### config.mk
export PLATFORM = sky130hd
export DESIGN_NAME = fp8_add_pipe
export DESIGN_NICKNAME = d
export VERILOG_FILES = /design/src/rtl/nf_fp_pkg.sv /design/src/rtl/fp8_add_lane.sv /design/src/rtl/fp8_add_pipe.sv
export SDC_FILE = /design/constraint.sdc
export NUM_CORES = 1
export LEC_CHECK = 0
export BUFFER_PORTS_ARGS = -buffer_cell sky130_fd_sc_hd__buf_4
export CORE_MARGIN = 1.5
export CORE_UTILIZATION = 55
export CTS_CLUSTER_DIAMETER = 50
export DETAILED_ROUTE_END_ITERATION = 6
export GPL_TIMING_DRIVEN = 1
export PLACE_DENSITY = 0.74
export SETUP_SLACK_MARGIN = 0.1
export SYNTH_ARGS = -nofsm -noshare
export SYNTH_HDL_FRONTEND = slang
export SYNTH_SLANG_ARGS = --single-unit
### constraint.sdc
create_clock -name clk -period 5.27 [get_ports clk]
set_input_delay 0.2635 -clock clk [delete_from_list [all_inputs] [get_ports clk]]
set_output_delay 0.2635 -clock clk [all_outputs]
set_load 0.02 [all_outputs]
### src/rtl/nf_fp_pkg.sv
// rtl/nf_fp_pkg.sv - shared small-float constants, flag layout and bias helper
package nf_fp_pkg;

    localparam int EXP_W_DEF = 4;
    localparam int MAN_W_DEF = 3;

    localparam logic [7:0] NAN_E4M3 = 8'h7F;
    localparam logic [7:0] MAX_E4M3 = 8'h7E;

    localparam int FLAG_NX = 0;
    localparam int FLAG_UF = 1;
    localparam int FLAG_OF = 2;
    localparam int FLAG_NV = 3;

    typedef logic [3:0] fp_flags_t;

    function automatic int bias(input int exp_w);
        return (1 << (exp_w - 1)) - 1;
    endfunction

endpackage

### src/rtl/fp8_add_lane.sv
// rtl/fp8_add_lane.sv - one adder lane with its three stage registers
module fp8_add_lane
    import nf_fp_pkg::*;
#(
    parameter int EXP_W = EXP_W_DEF,
    parameter int MAN_W = MAN_W_DEF,
    parameter bit SAT   = 1'b1
) (
    input  logic                   clk,
    input  logic                   rst,
    input  logic                   adv,
    input  logic                   sub,
    input  logic [EXP_W+MAN_W:0]   a,
    input  logic [EXP_W+MAN_W:0]   b,
    output logic [EXP_W+MAN_W:0]   sum,
    output fp_flags_t              flags
);

    localparam int W     = 1 + EXP_W + MAN_W;
    localparam int SW    = MAN_W + 4;
    localparam int AW    = SW + 1;
    localparam int EW    = EXP_W + 2;
    localparam int SHMAX = MAN_W + 3;
    localparam logic [EW-1:0]    EMAX    = EW'((1 << EXP_W) - 1);
    localparam logic [W-1:0]     NAN_ENC = {1'b0, {(W-1){1'b1}}};
    localparam logic [MAN_W-1:0] MAX_MAN = {{(MAN_W-1){1'b1}}, 1'b0};

    logic          sb, a_nan, b_nan, a_ge_b;
    logic [W-2:0]  big_mag, small_mag;
    logic [EW-1:0] big_e, small_e, diff;
    logic [SW-1:0] big_ext, small_ext, small_al, mask;

    // Significands carry hidden bit plus three G/R/S positions below the LSB.
    always_comb begin
        sb        = b[W-1] ^ sub;
        a_nan     = &a[W-2:0];
        b_nan     = &b[W-2:0];
        a_ge_b    = a[W-2:0] >= b[W-2:0];
        big_mag   = a_ge_b ? a[W-2:0] : b[W-2:0];
        small_mag = a_ge_b ? b[W-2:0] : a[W-2:0];
        big_e     = (big_mag[W-2:MAN_W] == '0) ? EW'(1) : EW'(big_mag[W-2:MAN_W]);
        small_e   = (small_mag[W-2:MAN_W] == '0) ? EW'(1) : EW'(small_mag[W-2:MAN_W]);
        big_ext   = {|big_mag[W-2:MAN_W], big_mag[MAN_W-1:0], 3'b000};
        small_ext = {|small_mag[W-2:MAN_W], small_mag[MAN_W-1:0], 3'b000};
        diff      = big_e - small_e;
        mask      = ~({SW{1'b1}} << diff);
        if (diff >= EW'(SHMAX)) begin
            small_al = {{(SW-1){1'b0}}, |small_ext};
        end else begin
            small_al = (small_ext >> diff) | {{(SW-1){1'b0}}, |(small_ext & mask)};
        end
    end

    logic          s1_nan, s1_sign, s1_eff_sub;
    logic [EW-1:0] s1_exp;
    logic [SW-1:0] s1_big, s1_small;

    always_ff @(posedge clk) begin
        if (rst) begin
            s1_nan     <= 1'b0;
            s1_sign    <= 1'b0;
            s1_eff_sub <= 1'b0;
            s1_exp     <= '0;
            s1_big     <= '0;
            s1_small   <= '0;
        end else if (adv) begin
            s1_nan     <= a_nan | b_nan;
            s1_sign    <= a_ge_b ? a[W-1] : sb;
            s1_eff_sub <= a[W-1] ^ sb;
            s1_exp     <= big_e;
            s1_big     <= big_ext;
            s1_small   <= small_al;
        end
    end

    logic [AW-1:0] add_d;
    logic [EW-1:0] lz_d;

    always_comb begin
        if (s1_eff_sub) begin
            add_d = {1'b0, s1_big} - {1'b0, s1_small};
        end else begin
            add_d = {1'b0, s1_big} + {1'b0, s1_small};
        end
        lz_d = EW'(SW);
        for (int i = 0; i < SW; i++) begin
            if (add_d[i]) lz_d = EW'(SW - 1 - i);
        end
    end

    logic          s2_nan, s2_sign;
    logic [EW-1:0] s2_exp, s2_lz;
    logic [AW-1:0] s2_sum;

    // Exact cancellation of opposite-signed operands always yields +0.
    always_ff @(posedge clk) begin
        if (rst) begin
            s2_nan  <= 1'b0;
            s2_sign <= 1'b0;
            s2_exp  <= '0;
            s2_lz   <= '0;
            s2_sum  <= '0;
        end else if (adv) begin
            s2_nan  <= s1_nan;
            s2_sign <= (s1_eff_sub && add_d == '0) ? 1'b0 : s1_sign;
            s2_exp  <= s1_exp;
            s2_lz   <= lz_d;
            s2_sum  <= add_d;
        end
    end

    logic [EW-1:0]    sh, e1, e2;
    logic [SW-1:0]    norm;
    logic [MAN_W+1:0] mr;
    logic [MAN_W-1:0] mo;
    logic             inexact, up, ovf;
    logic [W-1:0]     res;
    fp_flags_t        fl;

    // Left shift stops at exponent 1 so tiny results land as subnormals.
    always_comb begin
        if (s2_sum[AW-1]) begin
            sh   = '0;
            norm = {s2_sum[AW-1:2], s2_sum[1] | s2_sum[0]};
            e1   = s2_exp + EW'(1);
        end else begin
            sh   = (s2_lz < s2_exp) ? s2_lz : s2_exp - EW'(1);
            norm = s2_sum[SW-1:0] << sh;
            e1   = s2_exp - sh;
        end
        inexact = |norm[2:0];
        up      = norm[2] & (norm[1] | norm[0] | norm[3]);
        mr      = {1'b0, norm[SW-1:3]} + (MAN_W+2)'(up);
        if (mr[MAN_W+1]) begin
            e2 = e1 + EW'(1);
            mo = '0;
        end else begin
            e2 = mr[MAN_W] ? e1 : '0;
            mo = mr[MAN_W-1:0];
        end
        ovf = (e2 > EMAX) || (e2 == EMAX && &mo);
        res = {s2_sign, e2[EXP_W-1:0], mo};
        fl  = '0;
        if (s2_nan) begin
            res          = NAN_ENC;
            fl[FLAG_NV]  = 1'b1;
        end else if (ovf) begin
            res          = SAT ? {s2_sign, EMAX[EXP_W-1:0], MAX_MAN} : NAN_ENC;
            fl[FLAG_OF]  = 1'b1;
            fl[FLAG_NX]  = 1'b1;
        end else begin
            fl[FLAG_UF]  = inexact & (e2 == '0);
            fl[FLAG_NX]  = inexact;
        end
    end

    always_ff @(posedge clk) begin
        if (rst) begin
            sum   <= '0;
            flags <= '0;
        end else if (adv) begin
            sum   <= res;
            flags <= fl;
        end
    end

endmodule

### src/rtl/fp8_add_pipe.sv
// rtl/fp8_add_pipe.sv - multi-lane pipelined small-float adder with shared handshake
module fp8_add_pipe
    import nf_fp_pkg::*;
#(
    parameter int EXP_W = EXP_W_DEF,
    parameter int MAN_W = MAN_W_DEF,
    parameter int LANES = 4,
    parameter bit SAT   = 1'b1
) (
    input  logic                               clk,
    input  logic                               rst,
    input  logic                               in_valid,
    output logic                               in_ready,
    input  logic                               sub,
    input  logic [LANES*(1+EXP_W+MAN_W)-1:0]   a,
    input  logic [LANES*(1+EXP_W+MAN_W)-1:0]   b,
    output logic                               out_valid,
    input  logic                               out_ready,
    output logic [LANES*(1+EXP_W+MAN_W)-1:0]   sum,
    output logic [3:0]                         flags,
    input  logic                               flags_clr
);

    localparam int W = 1 + EXP_W + MAN_W;

    logic      v1, v2, v3, adv;
    fp_flags_t lane_fl [LANES];
    fp_flags_t beat_fl;

    // Whole pipe freezes when the output beat is held; no bubble collapsing.
    assign adv       = !v3 | out_ready;
    assign in_ready  = adv;
    assign out_valid = v3;

    always_ff @(posedge clk) begin
        if (rst) begin
            v1 <= 1'b0;
            v2 <= 1'b0;
            v3 <= 1'b0;
        end else if (adv) begin
            v1 <= in_valid;
            v2 <= v1;
            v3 <= v2;
        end
    end

    for (genvar i = 0; i < LANES; i++) begin : g_lane
        fp8_add_lane #(
            .EXP_W (EXP_W),
            .MAN_W (MAN_W),
            .SAT   (SAT)
        ) u_lane (
            .clk   (clk),
            .rst   (rst),
            .adv   (adv),
            .sub   (sub),
            .a     (a[i*W +: W]),
            .b     (b[i*W +: W]),
            .sum   (sum[i*W +: W]),
            .flags (lane_fl[i])
        );
    end

    always_comb begin
        beat_fl = '0;
        for (int i = 0; i < LANES; i++) begin
            beat_fl = beat_fl | lane_fl[i];
        end
    end

    always_ff @(posedge clk) begin
        if (rst) begin
            flags <= '0;
        end else begin
            flags <= (flags_clr ? 4'b0000 : flags) | ((out_valid && out_ready) ? beat_fl : 4'b0000);
        end
    end

endmodule

==> metrics.md, run 1 <==
| Metric | Value |
|---|---|
| Status | `complete, no violations` |
| Detailed placer's ending HPWL | `31.3 mm` |
| CP max FO | `10` |
| Worst Skew | `0.0139 ns` |
| Clock Tree Buf Depth | `2` |
| Critical Path RT | `5.61 ns` |
| FP Rows | `61` |
| Synth top area share | `0.247` |
| Root buf cell | `clkbuf_16` |
| Gr ovfl total | `0` |
| Worst VDD drop | `0.000261 V` |
| R2r setup slk | `0.48 ns` |
| Synth-to-layout area growth | `10.9%` |
| Die H | `173 µm` |
| Final setup viols | `0` |
| Crit path launch | `g_lane[1].u_lane.s2_exp[2]` |
| Asr flop ratio synth | `0` |
| Final Max Tran Viols | `0` |
| Initial antenna violation count | `0` |
| Fin nets | `2,310` |
| Crit-path max cell delay | `0.55 ns` |
| Delay-heaviest family, CP | `simple AND/OR/NAND/NOR gates` |
| Fin util | `0.625` |
| Layout cells sized above 1 | `0.113` |
| Cell count of the worst reg-to-reg path | `16` |
| Setup WS post-layout | `0.478 ns` |
| Number of global-route vias before repair | `13,800` |
| Element type at the critical path start | `flip-flop` |
| Clk_lat worst skew | `0.45 ns` |
| R2r startpoint | `g_lane[1].u_lane.s2_exp[2]` |
| Synth top area cells | `dfxtp_1, ha_1, mux2i_1, a21oi_1, nor2_1` |
| Tot Pwr | `6.49 mW` |
| Pwr/cell area | `370 nW/µm²` |
| Arr. time, crit path | `5.13 ns` |
| Synth Flop Type | `dfxtp_1` |
| Most common cell after layout, fill and taps aside | `nor2_1` |
| Vias post-DR | `15,100` |
| YS warnings | `0` |
| Placed instance count | `2,461` |
| DIE AREA | `29,800 µm²` |
| Netlist cell types | `92` |
| Number of flops mapped to enable cells by yosys | `0` |
| Place WS | `0.393 ns` |
| Post-Layout Cell Count | `2,496` |
| Largest net degree at the start of global routing | `126` |
| Vias per inst | `6.04` |
| CTS tree | `built` |
| Die Width | `173 µm` |
| Top Ports | `108` |
| CP endpoint kind | `flip-flop` |
| Count of final hold-check violations | `0` |
| Final setup TNS | `0 ns` |
| Part of the Yosys area used for sequential elements | `0.247` |
| WP depth | `16` |
| Worst r2r dst | `g_lane[1].u_lane.sum[1]` |
| Commonest non-fill, non-tap cells in the layout | `nor2_1, dfxtp_1, nand2_1` |
| Min Clock Period, post-route | `4.79 ns` |
| CTS H-tree lvls | `4` |
| RePlAce Congestion | `0.901` |
| Setup CP Type | `flip-flop to flip-flop` |
| Rel. slew slack | `0.400` |
| Cell Area, Synth | `15,800 µm²` |
| Total Routing Usage GR | `0.275` |
| Syn_area_per_cell | `7.70 µm²` |
| Worst Max-Slew Pin Slew | `0.894 ns` |
| First-pass DRT Iterations | `5` |
| Drt total wl | `41.6 mm` |
| Post-DRT Antenna Nets | `0` |
| Starting DRC count in detailed routing | `1,373` |
| Unrepaired setup endpoints after global routing | `no` |
| Maxcap violations | `0` |
| Leading area contributor after synthesis | `dfxtp_1` |
| Crit path cell chain | `inv_1 > ha_1 > o21a_1 > o21ai_1 > mux2i_4 > mux2i_1 > or3_1 > a311oi_1 > or2_2 > ha_1 > inv_1 > or4_4 > a21oi_2 > a21oi_2 > or4_4 > o221a_2` |
| Pleak | `7.49 nW` |
| Post-Syn Nets | `2,260` |
| F_max | `209 MHz` |
| CTS buffer count | `17` |
| DR WL/cell | `16.6 µm` |
| First-pass GRT wire length | `69.0 mm` |
| Crit path to | `g_lane[1].u_lane.sum[1]` |
| Clk slew on worst S/H paths | `0.08 ns` |
| DRC | `0` |
| Worst Path Buf+Inv | `2` |
| Worst Hold Class | `input port to flip-flop` |
| Core footprint | `28,100 µm²` |
| Slowest CP cell | `or4_4` |
| ANT cells | `0` |
| Register bit count reported by yosys | `195` |
| Initial Util | `0.564` |
| Hold_sp | `flags_clr` |
| Port Buf Inserts | `107` |
| Sink Count | `195` |
| Final period util | `0.909` |
| Syn Inst Count | `2,055` |
==> report_power, final <==
part | internal (mW) | switching (mW) | total, mW
logic | 1.35 | 1.89 | 3.23
registers | 1.68 | 0.223 | 1.91
clock network | 0.716 | 0.636 | 1.35
total | 3.75 | 2.75 | 6.49
==> kinds of logic (layout without fill, tap and decap cells) <==
kind of cell,Yosys count,after routing,share of synthesized area
AND/OR/NAND/NOR,690,690,0.207
multiplexers,120,120,0.0862
flip-flops,195,195,0.247
buffers and inverters,255,318,0.0618
adder cells (fa/ha/maj),135,135,0.112
AO/OA/AOI/OAI,603,603,0.254
XOR/XNOR,57,57,0.0315
==> through the flow <==
step / hold slack (ns) / area, µm²
after global routing: 0.0898 / 17600
after floorplan: 0.404 / 15800
after CTS: 0.0871 / 17500
after detailed placement: 0.445 / 16900
final: 0.0917 / 17600
after global placement: 0.440 / 16900
==> timing repair <==
item | 4_1_cts | 5_1_grt
setup endpoints to repair | 0 | 10
gates resized for setup | 0 | 4
buffers inserted | 0 | 3
hold endpoints to repair | 0 | 0
hold buffers | 0 | 0
==> area by class of cell <==
type                    count  area, µm²
multi-input cells        1605      11000
fillers                  2603      10500
flip-flops and latches    195       3900
repair buffers            136       1030
inverters                 150        571
well taps                 378        473
clock buffers              17        425
clock inverters            15        174
==> routing by layer <==
metal | part of all wire | global-route usage | vias up
li1 | - | - | 7553
met1 | 0.51 | 0.404 | 7037
met2 | 0.42 | 0.421 | 435
met3 | 0.052 | 0.0323 | 51
met4 | 0.019 | 0.0757 | 0
met5 | 0 | 0 | -
==> synth_stat cells, drive strengths merged (12+ instances only) <==
| library cell | number |
|---|---|
| buf | 12 |
| nor2b | 26 |
| o21ai | 94 |
| clkbuf | 93 |
| a31oi | 17 |
| nand2b | 42 |
| nor3 | 53 |
| o21a | 14 |
| and2 | 14 |
| and3 | 16 |
| xor2 | 13 |
| nand2 | 192 |
| nand3 | 48 |
| o211ai | 21 |
| fa | 12 |
| a21o | 42 |
| dfxtp | 195 |
| nor2 | 212 |
| inv | 149 |
| or4 | 15 |
| or3 | 13 |
| xnor2 | 44 |
| mux2 | 17 |
| ha | 123 |
| a21oi | 187 |
| a211oi | 66 |
| mux2i | 94 |
| nand4 | 25 |
==> tightest hold or removal path, stage by stage <==
cell and delay [ns]:
buf_4 0.09, nand2b_1 0.09, a21oi_1 0.06
==> state kept, by name, summed over array words and instances, names as in the netlist, 12 cells and up <==
| signal | cells |
|---|---|
| g_lane.u_lane.sum | 32 |
| g_lane.u_lane.s2_sum | 32 |
| g_lane.u_lane.s1_exp | 16 |
| g_lane.u_lane.flags | 16 |
| g_lane.u_lane.s1_big | 16 |
| g_lane.u_lane.s2_exp | 16 |
| g_lane.u_lane.s2_lz | 12 |
| g_lane.u_lane.s1_small | 28 |
==> worst min-delay path by stage <==
| stage | end | slack [ns] | cells past startpoint |
|---|---|---|---|
| 2_1_floorplan | v1 | 0.40 | 2 |
| 4_1_cts | flags[0] | 0.09 | 3 |
| 3_3_place_gp | g_lane[3].u_lane.sum[7] | 0.44 | 2 |
| 5_1_grt | flags[0] | 0.09 | 3 |
| 3_5_place_dp | g_lane[3].u_lane.sum[7] | 0.44 | 2 |
| 6_report | flags[0] | 0.09 | 3 |
(Power assumes the default switching activity.)
==> run 2: changes to the inputs <==
--- a/config.mk
+++ b/config.mk
@@ -5,13 +5,13 @@
 export SDC_FILE = /design/constraint.sdc
 export NUM_CORES = 1
 export LEC_CHECK = 0
-export BUFFER_PORTS_ARGS = -buffer_cell sky130_fd_sc_hd__buf_4
 export CORE_MARGIN = 1.5
 export CORE_UTILIZATION = 55
 export CTS_CLUSTER_DIAMETER = 50
 export DETAILED_ROUTE_END_ITERATION = 6
-export GPL_TIMING_DRIVEN = 1
-export PLACE_DENSITY = 0.74
+export DONT_BUFFER_PORTS = 1
+export GPL_TIMING_DRIVEN = 0
+export PLACE_DENSITY = 0.7
 export SETUP_SLACK_MARGIN = 0.1
 export SYNTH_ARGS = -nofsm -noshare
 export SYNTH_HDL_FRONTEND = slang
==> constraint.sdc (replaced) <==
create_clock -name clk -period 4.6 [get_ports clk]
set_input_delay 0.23 -clock clk [delete_from_list [all_inputs] [get_ports clk]]
set_output_delay 0.23 -clock clk [all_outputs]
set_load 0.02 [all_outputs]
==> metrics.md, run 2 (synthesized netlist as in run 1, its figures left out) <==
| Metric | Value |
|---|---|
| Status | `finished with violations` |
| Failing checks | `DRC` |
| CP max FO | `5 (-5)` |
| Dpl cell area | `16,300 µm² (-3.5%)` |
| Crit path launch | `g_lane[0].u_lane.s2_exp[1]` |
| Rel. slew slack | `0.150 (-0.250)` |
| Worst VDD drop | `0.000329 V (+26%)` |
| Final setup viols | `0 (unchanged)` |
| Hold WS | `0.0192 ns (-0.0724 ns)` |
| DRC | `6 (+6)` |
| Synth-to-layout area growth | `12.7%` |
| Worst Max-Slew Pin Slew | `1.27 ns (+0.381 ns)` |
| Final Max Tran Viols | `0 (unchanged)` |
| CTS tree | `built` |
| Clock Tree Buf Depth | `2 (unchanged)` |
| Place WS | `-0.947 ns (-1.34 ns)` |
| FP Rows | `61 (unchanged)` |
| RePlAce Congestion | `0.946 (+4.9%)` |
| Fin nets | `2,313 (+0.13%)` |
| WP depth | `20 (+4)` |
| Worst hold path cell count | `2 (-1)` |
| Die Width | `173 µm (unchanged)` |
| Slowest CP cell | `or4_4` |
| Clk_lat worst skew | `0.45 ns (about the same)` |
| Largest net degree at the start of global routing | `20 (-84%)` |
| Vias per inst | `6.36 (+5.3%)` |
| Pwr/cell area | `433 nW/µm² (+17%)` |
| Worst Hold Class | `input port to flip-flop` |
| Initial Util | `0.564 (unchanged)` |
| Setup WS post-layout | `0.176 ns (-0.301 ns)` |
| Worst Skew | `0.0148 ns (+0.000933 ns)` |
| Final setup TNS | `0 ns (unchanged)` |
| Commonest non-fill, non-tap cells in the layout | `nor2_1, nand2_1, dfxtp_1` |
| Final instance area | `17,800 µm² (+1.6%)` |
| Clk slew on worst S/H paths | `0.09 ns (about the same)` |
| Count of final hold-check violations | `0 (unchanged)` |
| Critical Path RT | `4.94 ns (-0.67 ns)` |
| Arr. time, crit path | `4.76 ns (-0.37 ns)` |
| Most common cell after layout, fill and taps aside | `nor2_1` |
| Final period util | `0.962 (+0.0523)` |
| CP endpoint kind | `flip-flop` |
| Crit path to | `g_lane[0].u_lane.sum[6]` |
| Worst Path Buf+Inv | `3 (+1)` |
| Worst r2r dst | `g_lane[0].u_lane.sum[6]` |
| Cell count of the worst reg-to-reg path | `20 (+4)` |
| Regs by FF count | `g_lane.u_lane.s2_sum: 32 flops, g_lane.u_lane.sum: 32 flops, g_lane.u_lane.s1_small: 28 flops` |
| ANT cells | `0 (unchanged)` |
| Post-DRT Antenna Nets | `0 (unchanged)` |
| Unrepaired setup endpoints after global routing | `yes` |
| Fin util | `0.635 (+0.00989)` |
| Layout cells sized above 1 | `0.115 (+0.00125)` |
| Setup CP Type | `flip-flop to flip-flop` |
| Port Buf Inserts | `0 (-100%)` |
| Delay-heaviest family, CP | `compound AO/OA/AOI/OAI gates` |
| Crit-path max cell delay | `0.43 ns (-0.12 ns)` |
| Pleak | `7.23 nW (-3.5%)` |
| DR WL/cell | `20.9 µm (+25%)` |
| First-pass GRT wire length | `81.2 mm (+18%)` |
| Crit path cell chain | `inv_6 > ha_4 > a21o_1 > a21o_1 > nand3_2 > and2_4 > buf_6 > inv_6 > ha_4 > nor2b_1 > o21ai_1 > nor2b_2 > or4_4 > a31oi_4 > nand3_2 > a211oi_2 > mux2_4 > a211o_1 > a311o_1 > o221a_2` |
| Initial antenna violation count | `0 (unchanged)` |
| Core footprint | `28,100 µm² (unchanged)` |
| Vias post-DR | `15,900 (+5.4%)` |
| First-pass DRT Iterations | `7 (+2)` |
| Detailed placer's ending HPWL | `39.7 mm (+27%)` |
| Maxcap violations | `0 (unchanged)` |
| Top Ports | `108 (unchanged)` |
| CTS buffer count | `17 (unchanged)` |
| DIE AREA | `29,800 µm² (unchanged)` |
| Number of global-route vias before repair | `14,800 (+7.0%)` |
| Root buf cell | `clkbuf_16` |
| Starting DRC count in detailed routing | `1,305 (-5.0%)` |
| Total Routing Usage GR | `0.337 (+0.0628)` |
| Min Clock Period, post-route | `4.42 ns (-0.369 ns)` |
| Die H | `173 µm (unchanged)` |
| Drt total wl | `52.2 mm (+26%)` |
| F_max | `226 MHz (+8.3%)` |
| CTS H-tree lvls | `4 (unchanged)` |
| Gr ovfl total | `0 (unchanged)` |
| Sink Count | `195 (unchanged)` |
| R2r setup slk | `0.18 ns (-0.30 ns)` |
| R2r startpoint | `g_lane[0].u_lane.s2_exp[1]` |
| Element type at the critical path start | `flip-flop` |
[run 2: stage by stage]
step | std cells | power [mW]
detailed placement | 2433 | 5.71
floorplan | 2055 | 4.91
global placement | 2433 | 5.64
global route | 2499 | 8.18
finish | 2499 | 7.73
CTS | 2480 | 7.35
[run 2: layout make-up]
cell class	count	area, µm²
clock inverters	14	139
well taps	378	473
flip-flops and latches	195	3930
plain buffers	105	475
inverters	150	578
repair buffers	34	282
clock buffers	18	429
multi-input cells	1605	11500
fillers	2588	10300
[run 2: where the power goes]
part	total, mW	internal [mW]	leakage, nW	switching (mW)
clock network	1.48	0.723	0.275	0.759
logic	3.98	1.68	5.35	2.30
registers	2.27	1.93	1.61	0.341
total	7.73	4.33	7.23	3.40
[run 2: worst min path at each step]
| stage | start | to | slack [ns] |
|---|---|---|---|
| after floorplan | in_valid | v1 | 0.37 |
| after global placement | in_valid | v1 | 0.38 |
| after detailed placement | in_valid | v1 | 0.38 |
| after CTS | b[24] | g_lane[3].u_lane.s1_big[3] | 0.01 |
| after global routing | b[24] | g_lane[3].u_lane.s1_big[3] | 0.02 |
| final | b[24] | g_lane[3].u_lane.s1_big[3] | 0.02 |
[run 2: layer usage]
| layer | wire length, µm | GRT usage | up-vias |
|---|---|---|---|
| met2 | 22700 | 0.525 | 677 |
| met4 | 1710 | 0.111 | 0 |
| li1 | - | - | 7554 |
| met3 | 4370 | 0.0649 | 96 |
| met5 | 0 | 0 | - |
| met1 | 23400 | 0.468 | 7570 |
[run 2: timing repair]
item	CTS	global route
setup buffers	11	19
endpoints found under the setup margin	60	57
hold buffers	4	0
hold endpoints to repair	7	0
resized for setup	64	118
pin swaps	9	25
==> run 3: changes to the inputs <==
--- a/config.mk
+++ b/config.mk
@@ -5,13 +5,14 @@
 export SDC_FILE = /design/constraint.sdc
 export NUM_CORES = 1
 export LEC_CHECK = 0
+export ABC_CLOCK_PERIOD_IN_PS = 4600
 export CORE_MARGIN = 1.5
-export CORE_UTILIZATION = 55
+export CORE_UTILIZATION = 60
 export CTS_CLUSTER_DIAMETER = 50
 export DETAILED_ROUTE_END_ITERATION = 6
 export DONT_BUFFER_PORTS = 1
 export GPL_TIMING_DRIVEN = 0
-export PLACE_DENSITY = 0.7
+export PLACE_DENSITY = 0.76
 export SETUP_SLACK_MARGIN = 0.1
 export SYNTH_ARGS = -nofsm -noshare
 export SYNTH_HDL_FRONTEND = slang
==> constraint.sdc (replaced) <==
create_clock -name clk -period 4.6 [get_ports clk]
set_input_delay 0 -clock clk [delete_from_list [all_inputs] [get_ports clk]]
set_output_delay 0 -clock clk [all_outputs]
set_load 0.02 [all_outputs]
==> metrics.md, run 3 (synthesized netlist as in run 1, its figures left out) <==
| Metric | Value |
|---|---|
| Place WS | `-0.883 ns (+0.0640 ns)` |
| DIE AREA | `27,400 µm² (-8.2%)` |
| Critical Path RT | `4.90 ns (-0.04 ns)` |
| Layout cells sized above 1 | `0.108 (-0.00692)` |
| Rel. slew slack | `0.214 (+0.0640)` |
| Total Routing Usage GR | `0.377 (+0.0396)` |
| Failing checks | `hold timing` |
| Most common cell after layout, fill and taps aside | `nor2_1` |
| Worst hold path cell count | `3 (+1)` |
| Worst Hold Class | `input port to flip-flop` |
| Synth-to-layout area growth | `17.4%` |
| Regs by FF count | `g_lane.u_lane.s2_sum: 32 flops, g_lane.u_lane.sum: 32 flops, g_lane.u_lane.s1_small: 28 flops` |
| R2r startpoint | `g_lane[0].u_lane.s2_exp[2]` |
| Placed instance count | `2,390 (-1.8%)` |
| Top Ports | `108 (unchanged)` |
| FP Rows | `59 (-3.3%)` |
| Drt total wl | `53.8 mm (+3.2%)` |
| F_max | `222 MHz (-1.8%)` |
| Pwr/cell area | `421 nW/µm² (-2.8%)` |
| First-pass DRT Iterations | `5 (-2)` |
| CTS tree | `built` |
| Pleak | `7.60 nW (+5.1%)` |
| Worst VDD drop | `0.000321 V (-2.4%)` |
| Number of global-route vias before repair | `15,000 (+1.5%)` |
| Setup WS post-layout | `0.0934 ns (-0.0830 ns)` |
| Gr ovfl total | `0 (unchanged)` |
| Fin util | `0.715 (+0.0801)` |
| Detailed placer's ending HPWL | `38.6 mm (-2.6%)` |
| Final period util | `0.980 (+0.0180)` |
| Vias per inst | `6.49 (+2.0%)` |
| Post-Layout Cell Count | `2,546 (+1.9%)` |
| DRC | `0 (-6)` |
| Clock Tree Buf Depth | `2 (unchanged)` |
| Root buf cell | `clkbuf_16` |
| CTS H-tree lvls | `4 (unchanged)` |
| Initial Util | `0.609 (+0.0456)` |
| First-pass GRT wire length | `80.1 mm (-1.3%)` |
| Element type at the critical path start | `flip-flop` |
| Port Buf Inserts | `0 (unchanged)` |
| Core footprint | `26,000 µm² (-7.5%)` |
| Unrepaired setup endpoints after global routing | `yes` |
| Hold_sp | `b[30]` |
| Final setup viols | `0 (unchanged)` |
| Setup CP Type | `flip-flop to flip-flop` |
| Hold WS | `-0.0186 ns (-0.0379 ns)` |
| Min Clock Period, post-route | `4.51 ns (+0.0830 ns)` |
| Initial antenna violation count | `1 (+1)` |
| Sink Count | `195 (unchanged)` |
| Worst Skew | `0.0136 ns (-0.00123 ns)` |
| Final Max Tran Viols | `0 (unchanged)` |
| DR WL/cell | `21.1 µm (+1.3%)` |
| Commonest non-fill, non-tap cells in the layout | `nor2_1, nand2_1, dfxtp_1` |
| Vias post-DR | `16,500 (+3.9%)` |
| R2r setup slk | `0.09 ns (-0.08 ns)` |
| Maxcap violations | `0 (unchanged)` |
| Post-DRT Antenna Nets | `0 (unchanged)` |
| CTS buffer count | `17 (unchanged)` |
| Cell count of the worst reg-to-reg path | `20 (unchanged)` |
| Fin nets | `2,403 (+3.9%)` |
| Largest net degree at the start of global routing | `19 (-5.0%)` |
| Count of final hold-check violations | `1 (+1)` |
| Clk slew on worst S/H paths | `0.08 ns (about the same)` |
| CP endpoint kind | `flip-flop` |
| ANT cells | `0 (unchanged)` |
| Starting DRC count in detailed routing | `1,737 (+33%)` |
| Die H | `165 µm (-4.2%)` |
| CP max FO | `7 (+2)` |
| Arr. time, crit path | `4.81 ns (+0.05 ns)` |
| Worst Max-Slew Pin Slew | `1.18 ns (-0.0960 ns)` |
| Status | `finished with violations` |
| Die Width | `165 µm (-4.2%)` |
| Hold Path End | `g_lane[3].u_lane.s1_big[6]` |
| Clk_lat worst skew | `0.45 ns (about the same)` |
| RePlAce Congestion | `0.965 (+2.0%)` |
| Worst r2r dst | `g_lane[0].u_lane.sum[4]` |
run 3: cell count changes in the layout (fill, tap and decap cells not counted), sizes merged:
cell / previous run / this run
buf: 48 / 51
inv: 156 / 155
clkbuf: 105 / 108
dlygate4sd3: 4 / 89
run 3: worst max-delay path by stage:
stage,slack (ns),to,startpoint,depth (start not counted)
after detailed placement,-0.88,g_lane[0].u_lane.s1_small[0],a[0],23
final,0.09,g_lane[0].u_lane.sum[4],g_lane[0].u_lane.s2_exp[2],20
after global placement,-0.79,g_lane[0].u_lane.s1_small[0],a[0],23
after global routing,-0.06,g_lane[0].u_lane.flags[1],g_lane[0].u_lane.s2_exp[2],22
after floorplan,0.09,g_lane[1].u_lane.sum[1],g_lane[1].u_lane.s2_exp[2],17
after CTS,0.04,g_lane[0].u_lane.sum[6],g_lane[0].u_lane.s2_exp[2],19
run 3: per-stage QoR:
| stage | power (mW) | area, µm² | setup TNS [ns] |
|---|---|---|---|
| after CTS | 7.40 | 18000 | 0 |
| after global routing | 8.28 | 18600 | -0.0592 |
| after global placement | 5.59 | 16200 | -19.16 |
| after detailed placement | 5.68 | 16200 | -25.77 |
| final | 7.83 | 18600 | 0 |
| after floorplan | 4.91 | 15800 | 0 |
run 3: critical path: stages, from the launching register on:
cell,delay (ns)
dfxtp_4,0.41
inv_1,0.13
ha_4,0.30
a21o_1,0.18
a21o_1,0.17
and2_4,0.15
buf_6,0.13
inv_6,0.04
ha_4,0.25
nor2b_4,0.13
o21ai_2,0.07
nor2b_4,0.13
or4_4,0.52
a31oi_4,0.21
nand3_2,0.10
a211oi_2,0.22
mux2_4,0.33
a211o_1,0.35
buf_6,0.14
a21oi_4,0.24
a311oi_2,0.14
run 3: power by group:
group / total [mW] / internal, mW / switching (mW) / leakage, nW
Clock: 1.47 / 0.728 / 0.738 / 0.273
Sequential: 2.27 / 1.93 / 0.343 / 1.61
Combinational: 4.09 / 1.75 / 2.34 / 5.72
run 3: final cells by class:
class | instances | area, µm²
clock inverter | 13 | 119
inverter | 150 | 578
fill | 2123 | 7400
multi-input combinational | 1605 | 11500
buffer | 105 | 465
clock buffer | 19 | 443
timing repair buffer | 124 | 1160
sequential | 195 | 3930
tap | 335 | 419
run 3: metal layers:
| layer | track usage | vias to the layer above | routed length, µm | share of wire |
|---|---|---|---|---|
| li1 | - | 7725 | - | - |
| met1 | 0.490 | 7821 | 22700 | 0.42 |
| met2 | 0.595 | 845 | 24100 | 0.45 |
| met3 | 0.0902 | 133 | 5020 | 0.093 |
| met4 | 0.163 | 0 | 2050 | 0.038 |
| met5 | 0 | - | 0 | 0 |
run 3: timing repair:
item,4_1_cts,5_1_grt
hold endpoints to repair,50,2
hold buffers,85,4
resized for setup,66,104
pin swaps,9,21
setup endpoints to repair,60,59
buffers inserted,14,21
